<file path="config.mk">
export PLATFORM = sky130hd
export DESIGN_NAME = score_display_scanner_flat
export DESIGN_NICKNAME = d
export VERILOG_FILES = /design/src/rtl/score_display_pkg.sv /design/src/rtl/score_display_if.sv /design/src/rtl/score_display_scanner_bcd_to_seg7.sv /design/src/rtl/score_display_scanner.sv /design/src/flat_wrapper.sv
export SDC_FILE = /design/constraint.sdc
export NUM_CORES = 1
export LEC_CHECK = 0
export CAP_MARGIN = 20
export CORE_AREA = 4 4 75 77
export DETAILED_ROUTE_END_ITERATION = 6
export DIE_AREA = 0 0 79 81
export PLACE_DENSITY = 0.71
export SYNTH_ARGS = -nofsm -noshare
export SYNTH_HDL_FRONTEND = slang
export SYNTH_SLANG_ARGS = --single-unit
</file>
<file path="constraint.sdc">
create_clock -name clk -period 3.9 [get_ports clk]
set_input_delay 0.39 -clock clk [delete_from_list [all_inputs] [get_ports clk]]
set_output_delay 0.39 -clock clk [all_outputs]
set_load 0.05 [all_outputs]
</file>
<file path="src/rtl/score_display_pkg.sv">
// Shared constants and types for the score display scanner.
package score_display_pkg;

    localparam int unsigned NUM_SCAN_DIGITS = 3;
    localparam int unsigned BCD_W           = 4;
    localparam int unsigned SEG_W           = 7;
    localparam int unsigned AN_W            = 4;

    // Index of the digit being scanned: 0 = ones, 1 = tens, 2 = hundreds.
    typedef logic [1:0] digit_sel_t;

    // Snapshot of the three score digits held for one refresh frame.
    typedef struct packed {
        logic [BCD_W-1:0] hundreds;
        logic [BCD_W-1:0] tens;
        logic [BCD_W-1:0] ones;
    } score_t;

    // Active-low segment patterns, bit order {g,f,e,d,c,b,a}.
    localparam logic [SEG_W-1:0] SEG_BLANK = 7'b1111111;
    localparam logic [SEG_W-1:0] SEG_DASH  = 7'b0111111;
    localparam logic [SEG_W-1:0] SEG_DIGIT [0:9] = '{
        7'b1000000,   // 0
        7'b1111001,   // 1
        7'b0100100,   // 2
        7'b0110000,   // 3
        7'b0011001,   // 4
        7'b0010010,   // 5
        7'b0000010,   // 6
        7'b1111000,   // 7
        7'b0000000,   // 8
        7'b0010000    // 9
    };

    localparam logic [AN_W-1:0] AN_OFF = 4'b1111;

    // Active-low one-cold anode select for a scanned digit.
    function automatic logic [AN_W-1:0] anode_sel(input digit_sel_t d);
        return ~(AN_W'(1) << d);
    endfunction

endpackage

</file>
<file path="src/rtl/score_display_if.sv">
// Score-digit inputs and display-driver outputs between score logic and scanner.
interface score_display_if;
    import score_display_pkg::*;

    logic             enable;
    logic             blank_lz;
    logic             blink;
    logic [BCD_W-1:0] hundreds_digit;
    logic [BCD_W-1:0] tens_digit;
    logic [BCD_W-1:0] ones_digit;
    logic [AN_W-1:0]  an;
    logic [SEG_W-1:0] seg;
    logic             dp;
    logic             frame_tick;

    // Score producer / board side.
    modport master (
        output enable, blank_lz, blink,
        output hundreds_digit, tens_digit, ones_digit,
        input  an, seg, dp, frame_tick
    );

    // Display scanner side.
    modport slave (
        input  enable, blank_lz, blink,
        input  hundreds_digit, tens_digit, ones_digit,
        output an, seg, dp, frame_tick
    );

endinterface

</file>
<file path="src/rtl/score_display_scanner_bcd_to_seg7.sv">
// Combinational BCD to active-low 7-segment decoder; codes above 9 show a dash.
module bcd_to_seg7
    import score_display_pkg::*;
(
    input  logic [BCD_W-1:0] bcd,
    output logic [SEG_W-1:0] seg_c
);

    // Table lookup with dash for invalid BCD.
    always_comb begin
        seg_c = SEG_DASH;
        case (bcd)
            4'd0:    seg_c = SEG_DIGIT[0];
            4'd1:    seg_c = SEG_DIGIT[1];
            4'd2:    seg_c = SEG_DIGIT[2];
            4'd3:    seg_c = SEG_DIGIT[3];
            4'd4:    seg_c = SEG_DIGIT[4];
            4'd5:    seg_c = SEG_DIGIT[5];
            4'd6:    seg_c = SEG_DIGIT[6];
            4'd7:    seg_c = SEG_DIGIT[7];
            4'd8:    seg_c = SEG_DIGIT[8];
            4'd9:    seg_c = SEG_DIGIT[9];
            default: seg_c = SEG_DASH;
        endcase
    end

endmodule

</file>
<file path="src/rtl/score_display_scanner.sv">
// Multiplexed 3-digit common-anode 7-segment driver with per-frame snapshot,
// leading-zero blanking, invalid-BCD dash and blink.
module score_display_scanner
    import score_display_pkg::*;
#(
    parameter int unsigned REFRESH_DIV  = 100000,
    parameter int unsigned BLINK_FRAMES = 64
) (
    input  logic          clk,
    input  logic          rst,
    score_display_if.slave bus
);

    localparam int unsigned DIV_W = (REFRESH_DIV  > 1) ? $clog2(REFRESH_DIV)  : 1;
    localparam int unsigned BLK_W = (BLINK_FRAMES > 1) ? $clog2(BLINK_FRAMES) : 1;

    localparam logic [DIV_W-1:0] DIV_LAST = DIV_W'(REFRESH_DIV - 1);
    localparam logic [BLK_W-1:0] BLK_LAST = BLK_W'(BLINK_FRAMES - 1);
    localparam digit_sel_t       SEL_LAST = digit_sel_t'(NUM_SCAN_DIGITS - 1);

    // State registers
    logic [DIV_W-1:0] div_cnt,      div_cnt_nxt;
    digit_sel_t       digit_sel,    digit_sel_nxt;
    score_t           shadow,       shadow_nxt;
    logic             shadow_valid, shadow_valid_nxt;
    logic [BLK_W-1:0] blink_cnt,    blink_cnt_nxt;
    logic             blink_phase,  blink_phase_nxt;

    // Output registers
    logic [AN_W-1:0]  an_q,         an_nxt;
    logic [SEG_W-1:0] seg_q,        seg_nxt;
    logic             frame_tick_q, frame_tick_nxt;

    // Combinational helpers
    logic             div_terminal;
    logic             frame_wrap;
    score_t           score_in;
    logic [BCD_W-1:0] digit_mux;
    logic             digit_hidden;
    logic             dark;
    logic [SEG_W-1:0] seg_dec;

    assign score_in = {bus.hundreds_digit, bus.tens_digit, bus.ones_digit};

    // Scan divider, digit select, frame snapshot and blink phase next-state.
    always_comb begin
        div_terminal     = (div_cnt == DIV_LAST);
        frame_wrap       = div_terminal && (digit_sel == SEL_LAST);
        div_cnt_nxt      = div_terminal ? '0 : div_cnt + DIV_W'(1);
        digit_sel_nxt    = digit_sel;
        shadow_nxt       = shadow;
        shadow_valid_nxt = shadow_valid;
        blink_cnt_nxt    = blink_cnt;
        blink_phase_nxt  = blink_phase;
        frame_tick_nxt   = frame_wrap;

        if (div_terminal) begin
            digit_sel_nxt = (digit_sel == SEL_LAST) ? '0 : digit_sel + digit_sel_t'(1);
        end

        // Latch a whole frame's worth of digits at once so a score update never tears.
        if (frame_wrap) begin
            shadow_nxt       = score_in;
            shadow_valid_nxt = 1'b1;
        end

        if (!bus.blink) begin
            blink_cnt_nxt   = '0;
            blink_phase_nxt = 1'b1;
        end else if (frame_wrap) begin
            if (blink_cnt == BLK_LAST) begin
                blink_cnt_nxt   = '0;
                blink_phase_nxt = ~blink_phase;
            end else begin
                blink_cnt_nxt   = blink_cnt + BLK_W'(1);
            end
        end
    end

    // Select the scanned shadow digit and decide whether it is blanked.
    always_comb begin
        digit_mux    = shadow.ones;
        digit_hidden = 1'b0;
        case (digit_sel)
            2'd0: begin
                digit_mux    = shadow.ones;
                digit_hidden = 1'b0;
            end
            2'd1: begin
                digit_mux    = shadow.tens;
                digit_hidden = bus.blank_lz && (shadow.hundreds == '0) && (shadow.tens == '0);
            end
            default: begin
                digit_mux    = shadow.hundreds;
                digit_hidden = bus.blank_lz && (shadow.hundreds == '0);
            end
        endcase
    end

    bcd_to_seg7 u_dec (
        .bcd   (digit_mux),
        .seg_c (seg_dec)
    );

    // Drive anode/segment next values; live blink input lets a dropped blink show at once.
    always_comb begin
        dark = !bus.enable
            || (bus.blink && !blink_phase)
            || digit_hidden
            || !shadow_valid
            || (digit_sel > SEL_LAST);
        an_nxt  = AN_OFF;
        seg_nxt = SEG_BLANK;
        if (!dark) begin
            an_nxt  = anode_sel(digit_sel);
            seg_nxt = seg_dec;
        end
    end

    // State and output registers with synchronous reset.
    always_ff @(posedge clk) begin
        if (rst) begin
            div_cnt      <= '0;
            digit_sel    <= '0;
            shadow       <= '0;
            shadow_valid <= 1'b0;
            blink_cnt    <= '0;
            blink_phase  <= 1'b1;
            an_q         <= AN_OFF;
            seg_q        <= SEG_BLANK;
            frame_tick_q <= 1'b0;
        end else begin
            div_cnt      <= div_cnt_nxt;
            digit_sel    <= digit_sel_nxt;
            shadow       <= shadow_nxt;
            shadow_valid <= shadow_valid_nxt;
            blink_cnt    <= blink_cnt_nxt;
            blink_phase  <= blink_phase_nxt;
            an_q         <= an_nxt;
            seg_q        <= seg_nxt;
            frame_tick_q <= frame_tick_nxt;
        end
    end

    assign bus.an         = an_q;
    assign bus.seg        = seg_q;
    assign bus.dp         = 1'b1;
    assign bus.frame_tick = frame_tick_q;

endmodule

</file>
<file path="src/flat_wrapper.sv">
// flat-port wrapper written by rule: the top's interface ports become plain ports
module score_display_scanner_flat import score_display_pkg::*;
#(
    parameter int unsigned REFRESH_DIV  = 100000,
    parameter int unsigned BLINK_FRAMES = 64
)
  (clk, rst, bus_enable, bus_blank_lz, bus_blink, bus_hundreds_digit, bus_tens_digit, bus_ones_digit, bus_an, bus_seg, bus_dp, bus_frame_tick);
  score_display_if bus_i ();
  input  logic clk;
  input  logic rst;
  input wire logic [$bits(bus_i.enable)-1:0] bus_enable;
  input wire logic [$bits(bus_i.blank_lz)-1:0] bus_blank_lz;
  input wire logic [$bits(bus_i.blink)-1:0] bus_blink;
  input wire logic [$bits(bus_i.hundreds_digit)-1:0] bus_hundreds_digit;
  input wire logic [$bits(bus_i.tens_digit)-1:0] bus_tens_digit;
  input wire logic [$bits(bus_i.ones_digit)-1:0] bus_ones_digit;
  output wire logic [$bits(bus_i.an)-1:0] bus_an;
  output wire logic [$bits(bus_i.seg)-1:0] bus_seg;
  output wire logic [$bits(bus_i.dp)-1:0] bus_dp;
  output wire logic [$bits(bus_i.frame_tick)-1:0] bus_frame_tick;
  assign bus_i.enable = bus_enable;
  assign bus_i.blank_lz = bus_blank_lz;
  assign bus_i.blink = bus_blink;
  assign bus_i.hundreds_digit = bus_hundreds_digit;
  assign bus_i.tens_digit = bus_tens_digit;
  assign bus_i.ones_digit = bus_ones_digit;
  assign bus_an = bus_i.an;
  assign bus_seg = bus_i.seg;
  assign bus_dp = bus_i.dp;
  assign bus_frame_tick = bus_i.frame_tick;
  score_display_scanner #(.REFRESH_DIV(REFRESH_DIV), .BLINK_FRAMES(BLINK_FRAMES)) u_core (.clk(clk), .rst(rst), .bus(bus_i));
endmodule
</file>
# --- Word level (Yosys, flattened, before mapping) ---
# Memories as Yosys holds them, arrays and structs flattened. A register that Yosys moved wholly into a read port is not among the register bits.
# Cells that the tools add are included.
classes:
  mux: 4
  n_lt_le_gt_ge: 1
  eq_ne: 4
  reduce_logical: 18
  n_shift: 1
  addsub: 3
  n_bitwise: 3
op_table:
  columns: ["op", "n"]
  rows:
  - ["17-bit by 1-bit adder with 17-bit output, second input constant", 1]
  - ["17-bit == test, second input constant", 1]
  - ["4-bit logical NOT", 2]
  - ["4-bit case mux with 2 select lines", 1]
  - ["6-bit by 1-bit adder with 6-bit output, second input constant", 1]
  - ["6-bit == test, second input constant", 1]
  - ["6-bit two-way mux", 1]
  - ["2-bit OR reduction", 3]
  - ["1-bit logical AND", 4]
  - ["1-bit logical OR", 4]
  - ["4-bit NOT", 1]
  - ["1-bit by 2-bit << shifter with 4-bit output, first input constant", 1]
  - ["1-bit logical NOT", 3]
  - ["2-bit by 1-bit adder with 2-bit output, second input constant", 1]
  - ["2-bit by 1-bit == test with 1-bit output, second input constant", 1]
  - ["2-bit == test, second input constant", 1]
  - ["2-bit greater-than comparator, second input constant", 1]
  - ["2-bit logical NOT", 1]
  - ["2-bit two-way mux", 1]
  - ["1-bit NOT", 2]
  - ["1-bit case mux with 2 select lines", 1]
  - ["2-bit AND reduction", 1]
totals:
  n_memories: 1
  reg_bits: 44
  mem_bits_ro: 112
  output_inout_bits: 13
  in_bits: 17
  word_cells: 45
mem_list:
  columns: ["memory", "depth", "width", "read_ports", "rd_clocked_by_memory_dff", "wr", "line_no", "text"]
  rows:
  - ["(no name shown)", 16, 7, 1, 1, 0, "score_display_scanner_bcd_to_seg7.sv:12", "case (bcd)"]

# --- Longest topological paths before layout ---
# Gate-level depths: netlist of run 1.
depth:
  ltp_word: 8
  ltp_mapped: 11
  depth_no_buf: 9

# --- Modules after synthesis ---
# A second synthesis of run 1 with hierarchy kept.
hier_totals:
  cells_unflattened: 284
  area_unflattened_um2: 2432.3
modules_own_cells:
  columns: ["module", "cells_per_inst", "area_each_um2", "seq_area_each_um2", "n_inst"]
  rows:
  - ["score_display_scanner", 253, 2208.4, 1021.0, 1]
  - ["bcd_to_seg7", 31, 224.0, 0.0, 1]

# --- Worst setup path after synthesis of run 1 ---
# OpenSTA, ideal clock, no wires.
synth_path:
  kind: "register -> register"
  start: "register u_core.digit_sel[0]"
  end: "register u_core.seg_q[5], in the netlist u_core.bus.seg[5]"
  t_arrival_ns: 1.936
  setup_time_ns: 0.160
  path_stages_with_launch: 11
  path_buffers: 1
  setup_slack_ns: 1.803
  synth_period_minus_slack_ns: 2.097
  t_required_ns: 3.740
  cell_sequence: "dfxtp_1 clkbuf_1 mux2i_1 o21ai_1 inv_1 ha_1 nor2_1 a211oi_1 a211oi_1 a211oi_1 o21ai_0"
synth_via:
  elab_chain_len: 6
  word_cells_on_any_way: 9
  classes_between: "order compare: 1; eq/ne: 1; mux: 2; reduce/logical: 5"
synth_rtl:
  columns: ["element", "line_no", "text"]
  rows:
  - ["start: declaration", "score_display_scanner.sv:23", "digit_sel_t digit_sel, digit_sel_nxt;"]
  - ["start signal: assignment", "score_display_scanner.sv:134", "digit_sel <= digit_sel_nxt;"]
  - ["2-bit by 1-bit == test with 1-bit output or 2-bit logical NOT (tied branches)", "score_display_scanner.sv:84", "case (digit_sel)"]
  - ["1-bit case mux with 2 select lines", "score_display_scanner.sv:84", null]
  - ["1-bit logical OR", "score_display_scanner.sv:109", "|| digit_hidden"]
  - ["1-bit logical OR", "score_display_scanner.sv:110", "|| !shadow_valid"]
  - ["1-bit logical OR", "score_display_scanner.sv:111", "|| (digit_sel > SEL_LAST);"]
  - ["2-bit OR reduction (no source line)", null, null]
  - ["end: declaration", "score_display_scanner.sv:31", "logic [SEG_W-1:0] seg_q, seg_nxt;"]
# Parallel ways exist; a longest one is shown, timed or not.
# A chain may end at the register's enable or synchronous reset.

# --- Worst setup path in the final report of run 1 ---
# Ends and elaborated chain as after synthesis.

==> results_dict.tcl, run 1 <==
set metrics [dict create \
    clk_pin_slew_ns 0.09 \
    clk_latency_ns 0.30 \
    min_path_cells 2 \
    hold_viol 0 \
    post_cts_buffers 0 \
    timing.final.crit_share_pct 61.19 \
    detail_route.wl_per_cell_um 12.40 \
    grt_pass1_wl_um 7817 \
    worst_slew_pin_slew_ns 0.8233 \
    die_h_um 81 \
    cp.required_ns 4.13 \
    ys.flop_type "dfxtp_1" \
    clock_path_buffers 2 \
    place_ws_ns 1.504 \
    fin_nets 329 \
    critPathKind "flop to flop" \
    endpoint_kind "flop" \
    diodes 0 \
    yosysSeqAreaShare_pct 42.63 \
    grt_usage_pct 15.31 \
    cts_sinks 51 \
    final.setup.worst_slack_ns 1.513 \
    htreeDepth 2 \
    ys_top_cells_by_area "dfxtp_1, nand2_1, nor2_1, ha_1, xor2_1" \
    pwr_density_cell_nw_per_um2 332.1 \
    ctsResizeCount 0 \
    wirelength_um 4664 \
    postCtsHoldBufs 0 \
    drt_pre_antenna_iters 4 \
    grt_max_degree 23 \
    worstPathMaxFanout 12 \
    r2r_cells 9 \
    drt_iter0_markers 103 \
    ys_ff_latch 51 \
    grt_overflow 0 \
    drive_above_1_share_pct 10.13 \
    antenna_found_initial 0 \
    drv_cap 0 \
    fp.dieW_um 79 \
    yosys_warnings 0 \
    viasPerCell 5.019 \
    finalSetupViolCount 0 \
    core_um2 5010 \
    start_kind "flop" \
    drv_slew 0 \
    leakage_uw 0.0009414 \
    min_to "u_core.shadow[0]$_SDFFE_PP0P_" \
    tritoncts "yes" \
    outcome "complete, no violations" \
    rsz0062_at_grt "no" \
    vias 1887 \
    gp_congestion 0.8565 \
    synth_top_area_share_pct 42.63 \
    synth_area_um2 2395 \
    drc 0 \
    initial_utilization_pct 47.80 \
    root_buffer "clkbuf_8" \
    max_freq_ghz 0.4190 \
    die_area_um2 6399 \
    drtAntennaViolNets 0 \
    hpwl_um 3426 \
    arrival_ns 2.62 \
    synth_area_leader_cell "dfxtp_1" \
    peakVddDrop_v 0.0002065 \
    synth_edf_count 0 \
    hold_path_class "flop to flop" \
    worstHoldStart "u_core.shadow[0]$_SDFFE_PP0P_" \
    r2r_slack_ns 1.51 \
    async_reset_ff_share_pct 0 \
    num_rows 26 \
    regToRegStartpoint "u_core.digit_sel[0]$_SDFFE_PP0P_" \
    synthesis.instances 278 \
    port-buffer-count 28 \
    cts_inserted_buffers 5 \
    syn_area_per_cell_um2 8.614 \
    grt_pass1_vias 1810 \
    final_util_pct 56.47 \
    rr_endpoint "u_core.bus.seg[5]$_SDFF_PP1_" \
    io-pin-count 30 \
    min_period_ns 2.387 \
    synth_cell_types 45 \
    slew_headroom_pct 45.11 \
    tns_ns 0 \
    finClkSkew_ns 0.007389 \
    synthToLayoutAreaGrowth_pct 18.13 \
]
-- critical path, cell delays in order, from the launching register on --
cell	delay [ns]
dfxtp_1	0.63
mux2i_1	0.14
o21ai_1	0.42
inv_1	0.16
ha_1	0.28
nor2_1	0.11
a21oi_1	0.05
a211oi_1	0.28
a211oi_1	0.08
o21ai_0	0.17
-- worst max path at each step --
stage | from | endpoint | depth (start not counted)
detailed placement | u_core.div_cnt[5]$_SDFF_PP0_ | u_core.div_cnt[5]$_SDFF_PP0_ | 4
global route | u_core.digit_sel[0]$_SDFFE_PP0P_ | u_core.bus.seg[5]$_SDFF_PP1_ | 9
CTS | u_core.digit_sel[0]$_SDFFE_PP0P_ | u_core.bus.seg[5]$_SDFF_PP1_ | 9
finish | u_core.digit_sel[0]$_SDFFE_PP0P_ | u_core.bus.seg[5]$_SDFF_PP1_ | 9
global placement | rst | u_core.bus.seg[0]$_SDFF_PP1_ | 5
floorplan | u_core.digit_sel[0]$_SDFFE_PP0P_ | u_core.bus.seg[5]$_SDFF_PP1_ | 10
-- routing by layer --
layer | track usage (%) | routed length [um] | vias up
met4 | 5.498 | 53 | 0
met5 | 0 | 0 | -
met1 | 17.67 | 2174 | 842
met3 | 4.435 | 208 | 5
li1 | - | - | 1003
met2 | 27.02 | 2228 | 37
-- cell type report --
cell class	instances	area, um2
clock inverters	2	35.03
repair buffers	29	287.8
flip-flops and latches	51	1021
inverters	7	26.28
well taps	70	87.58
multi-input cells	211	1289
fillers	491	2181
clock buffers	6	82.58
-- layout by cell type, fill, tap and decap left out, types with 5 or more instances in the layout --
cell type,count
nor2_1,33
mux2i_1,8
a21oi_2,9
o21ai_0,9
nand2_2,9
nand2b_1,5
ha_1,7
clkbuf_8,6
clkdlybuf4s50_1,28
a21oi_1,13
nand4_1,5
nand3_1,9
dfxtp_1,51
xor2_1,10
nand2_1,41
inv_1,7
xnor2_1,7
-- power by group --
| part | switching (uW) | internal [uW] |
|---|---|---|
| Sequential | 2.76 | 523 |
| Combinational | 18.0 | 19.8 |
| Clock | 168 | 208 |
| Total | 189 | 751 |
-- per-stage QoR --
stage	instances	hold WS, ns	cell area [um2]	total power [uW]
after floorplan	279	0.4261	2399	555.1
after global placement	368	0.4408	2711	576.2
after detailed placement	368	0.4525	2711	576.5
after CTS	376	0.4778	2829	950.6
after global routing	376	0.4996	2829	973.7
final	376	0.4734	2829	939.5
-- logic make-up (layout without fill, tap and decap cells) --
kind of cell,after synthesis,after routing,synth area share (%)
mux,8,8,3.344
xor+xnor,17,17,6.217
fa+ha+maj,7,7,3.657
compound gates,46,46,12.49
other cells,1,2,0.1566
buf+inv,17,44,3.709
flops,51,51,42.63
simple gates,131,131,27.79
-- Yosys cell counts, types with 2 or more instances --
cell,count
nor2_1,33
o21ai_0,9
nor4_1,4
dfxtp_1,51
or3_1,2
nand2b_1,5
nand4b_1,2
and3_1,3
o21ai_1,2
nand3_1,9
a21o_1,2
o211ai_1,2
nand2_2,9
clkbuf_1,6
nand4_1,5
xor2_1,10
a21oi_2,9
a21oi_1,13
a211oi_1,4
inv_1,7
ha_1,7
and2_1,2
nor3_1,3
nand2_1,41
buf_4,2
xnor2_1,7
mux2i_1,8
nor2b_1,4
-- sequential cells by signal (all words and copies together) (netlist names) --
signal,cells
u_core.blink_cnt,6
u_core.blink_phase,1
u_core.bus.an,4
u_core.bus.frame_tick,1
u_core.bus.seg,7
u_core.digit_sel,2
u_core.div_cnt,17
u_core.shadow,12
u_core.shadow_valid,1
Note: power is estimated with default switching activity, not from simulation.
==> run 2: changes to the inputs <==
--- a/config.mk
+++ b/config.mk
@@ -9,7 +9,7 @@
 export CORE_AREA = 4 4 75 77
 export DETAILED_ROUTE_END_ITERATION = 6
 export DIE_AREA = 0 0 79 81
-export PLACE_DENSITY = 0.71
+export PLACE_DENSITY = 0.74
 export SYNTH_ARGS = -nofsm -noshare
 export SYNTH_HDL_FRONTEND = slang
 export SYNTH_SLANG_ARGS = --single-unit
==> constraint.sdc (replaced) <==
create_clock -name clk -period 2.1 [get_ports clk]
set_input_delay 0.21 -clock clk [delete_from_list [all_inputs] [get_ports clk]]
set_output_delay 0.21 -clock clk [all_outputs]
set_load 0.05 [all_outputs]
==> results_dict.tcl, run 2 (synthesis gave the netlist of run 1 again) <==
set metrics [dict create \
    drt_pre_antenna_iters 4 \
    tritoncts "yes" \
    pwr_density_cell_nw_per_um2 527.5 \
    drt_iter0_markers 159 \
    drive_above_1_share_pct 17.99 \
    grt_max_degree 20 \
    postCtsHoldBufs 0 \
    cp.required_ns 2.34 \
    detail_route.wl_per_cell_um 12.04 \
    finalNonFillerCells 398 \
    dp.cells 390 \
    hpwl_um 3601 \
    clk_pin_slew_ns 0.09 \
    arrival_ns 2.29 \
    slew_headroom_pct 63.33 \
    grt_usage_pct 16.31 \
    final.setup.worst_slack_ns 0.04663 \
    final_area_um2 3017 \
    hold_viol 0 \
    critPathBufInv 2 \
    io-pin-count 30 \
    die_area_um2 6399 \
    htreeDepth 2 \
    hold_path_class "input port to flop" \
    finalSetupViolCount 0 \
    worstPathMaxFanout 10 \
    ctsResizeCount 0 \
    num_rows 26 \
    fill_cells 478 \
    place_area_um2 2902 \
    tns_ns 0 \
    finClkSkew_ns 0.005702 \
    synthToLayoutAreaGrowth_pct 25.97 \
    rsz0062_at_grt "yes" \
    drc 0 \
    worst_slew_pin_slew_ns 0.5465 \
    drv_slew 0 \
    crit_family "simple AND/OR/NAND/NOR gates" \
    core_um2 5010 \
    peakVddDrop_v 0.0003268 \
    max_freq_ghz 0.4870 \
    post_cts_buffers 0 \
    initial_utilization_pct 47.80 \
    layout_commonest_cell "dfxtp_1" \
    cp_slowest_stage_delay_ns 0.55 \
    final_cell_mix "dfxtp_1, nand2_1, nor2_1, clkdlybuf4s50_1, buf_4" \
    min_period_ns 2.053 \
    leakage_uw 0.001052 \
    gp_congestion 0.8601 \
    final_util_pct 60.21 \
    grt_overflow 0 \
    drv_cap 0 \
    antenna_found_initial 0 \
    grt_pass1_wl_um 8411 \
    root_buffer "clkbuf_8" \
    grt_pass1_vias 1908 \
    port-buffer-count 28 \
    viasPerCell 4.972 \
    drtAntennaViolNets 0 \
    diodes 0 \
    clk_latency_ns 0.30 \
    endpoint_kind "flop" \
    place_ws_ns 0.04109 \
    largest_register_ffs 17 \
    critPathKind "flop to flop" \
    fin_nets 351 \
    vias 1979 \
    fp.dieW_um 79 \
    wirelength_um 4792 \
    timing.final.crit_share_pct 97.78 \
    outcome "complete, no violations" \
    cts_sinks 51 \
    die_h_um 81 \
    slowest_stage "or4_4" \
    cts_inserted_buffers 5 \
    path_cells "or4b_4, or4_4, buf_8, nor2_8, buf_12, nand2_2, a21oi_2" \
    clock_path_buffers 2 \
    start_kind "flop" \
    top_register "u_core.div_cnt" \
]
==> run 2: cell types whose count changed in the layout (fill, tap and decap cells not counted), sizes merged <==
cell    delta
buf       +22
bufinv     -1
clkbuf     +1
==> run 2: worst paths after layout <==
check                           startpoint                             to  slack, ns  cells past startpoint
max reg2reg   u_core.div_cnt[6]$_SDFF_PP0_  u_core.shadow[6]$_SDFFE_PP0P_       0.05                      7
min                      bus_tens_digit[3]  u_core.shadow[7]$_SDFFE_PP0P_       0.46                      3
max           u_core.div_cnt[6]$_SDFF_PP0_  u_core.shadow[6]$_SDFFE_PP0P_       0.05                      7
min reg2reg  u_core.shadow[0]$_SDFFE_PP0P_  u_core.shadow[0]$_SDFFE_PP0P_       0.46                      2
==> run 2: area by class of cell <==
class	instances	area, um2	area share [%]
Multi-Input combinational cell	211	1308	43.34
Sequential cell	51	1025	33.97
Tap cell	70	87.58	2.903
Timing Repair Buffer	51	489.2	16.22
Inverter	7	26.28	0.8710
Clock buffer	7	76.32	2.530
Clock inverter	1	5.005	0.1659
==> run 2: routing by layer <==
metal,part of all wire (%),track usage (%)
met1,45,20.85
met2,49,27.36
met3,4.4,3.437
met4,1.6,5.670
met5,0,0
==> run 2: metrics by stage <==
stage,hold WS (ns),power (uW)
floorplan,0.3437,1031
global placement,0.4432,1076
detailed placement,0.4529,1076
CTS,0.4495,1614
global route,0.4642,1666
finish,0.4593,1591
==> run 2: worst min-delay path, delay by kind of cell <==
family	cells	cell delay, ns
compound gates	1	0.04
buf+inv	1	0.41
simple gates	1	0.06
==> run 2: power breakdown <==
part	internal, uW	switching, uW	total, uW
Combinational	41.7	35.1	76.7
Clock	234	304	538
Sequential	972	4.85	977
Total	1250	343	1590
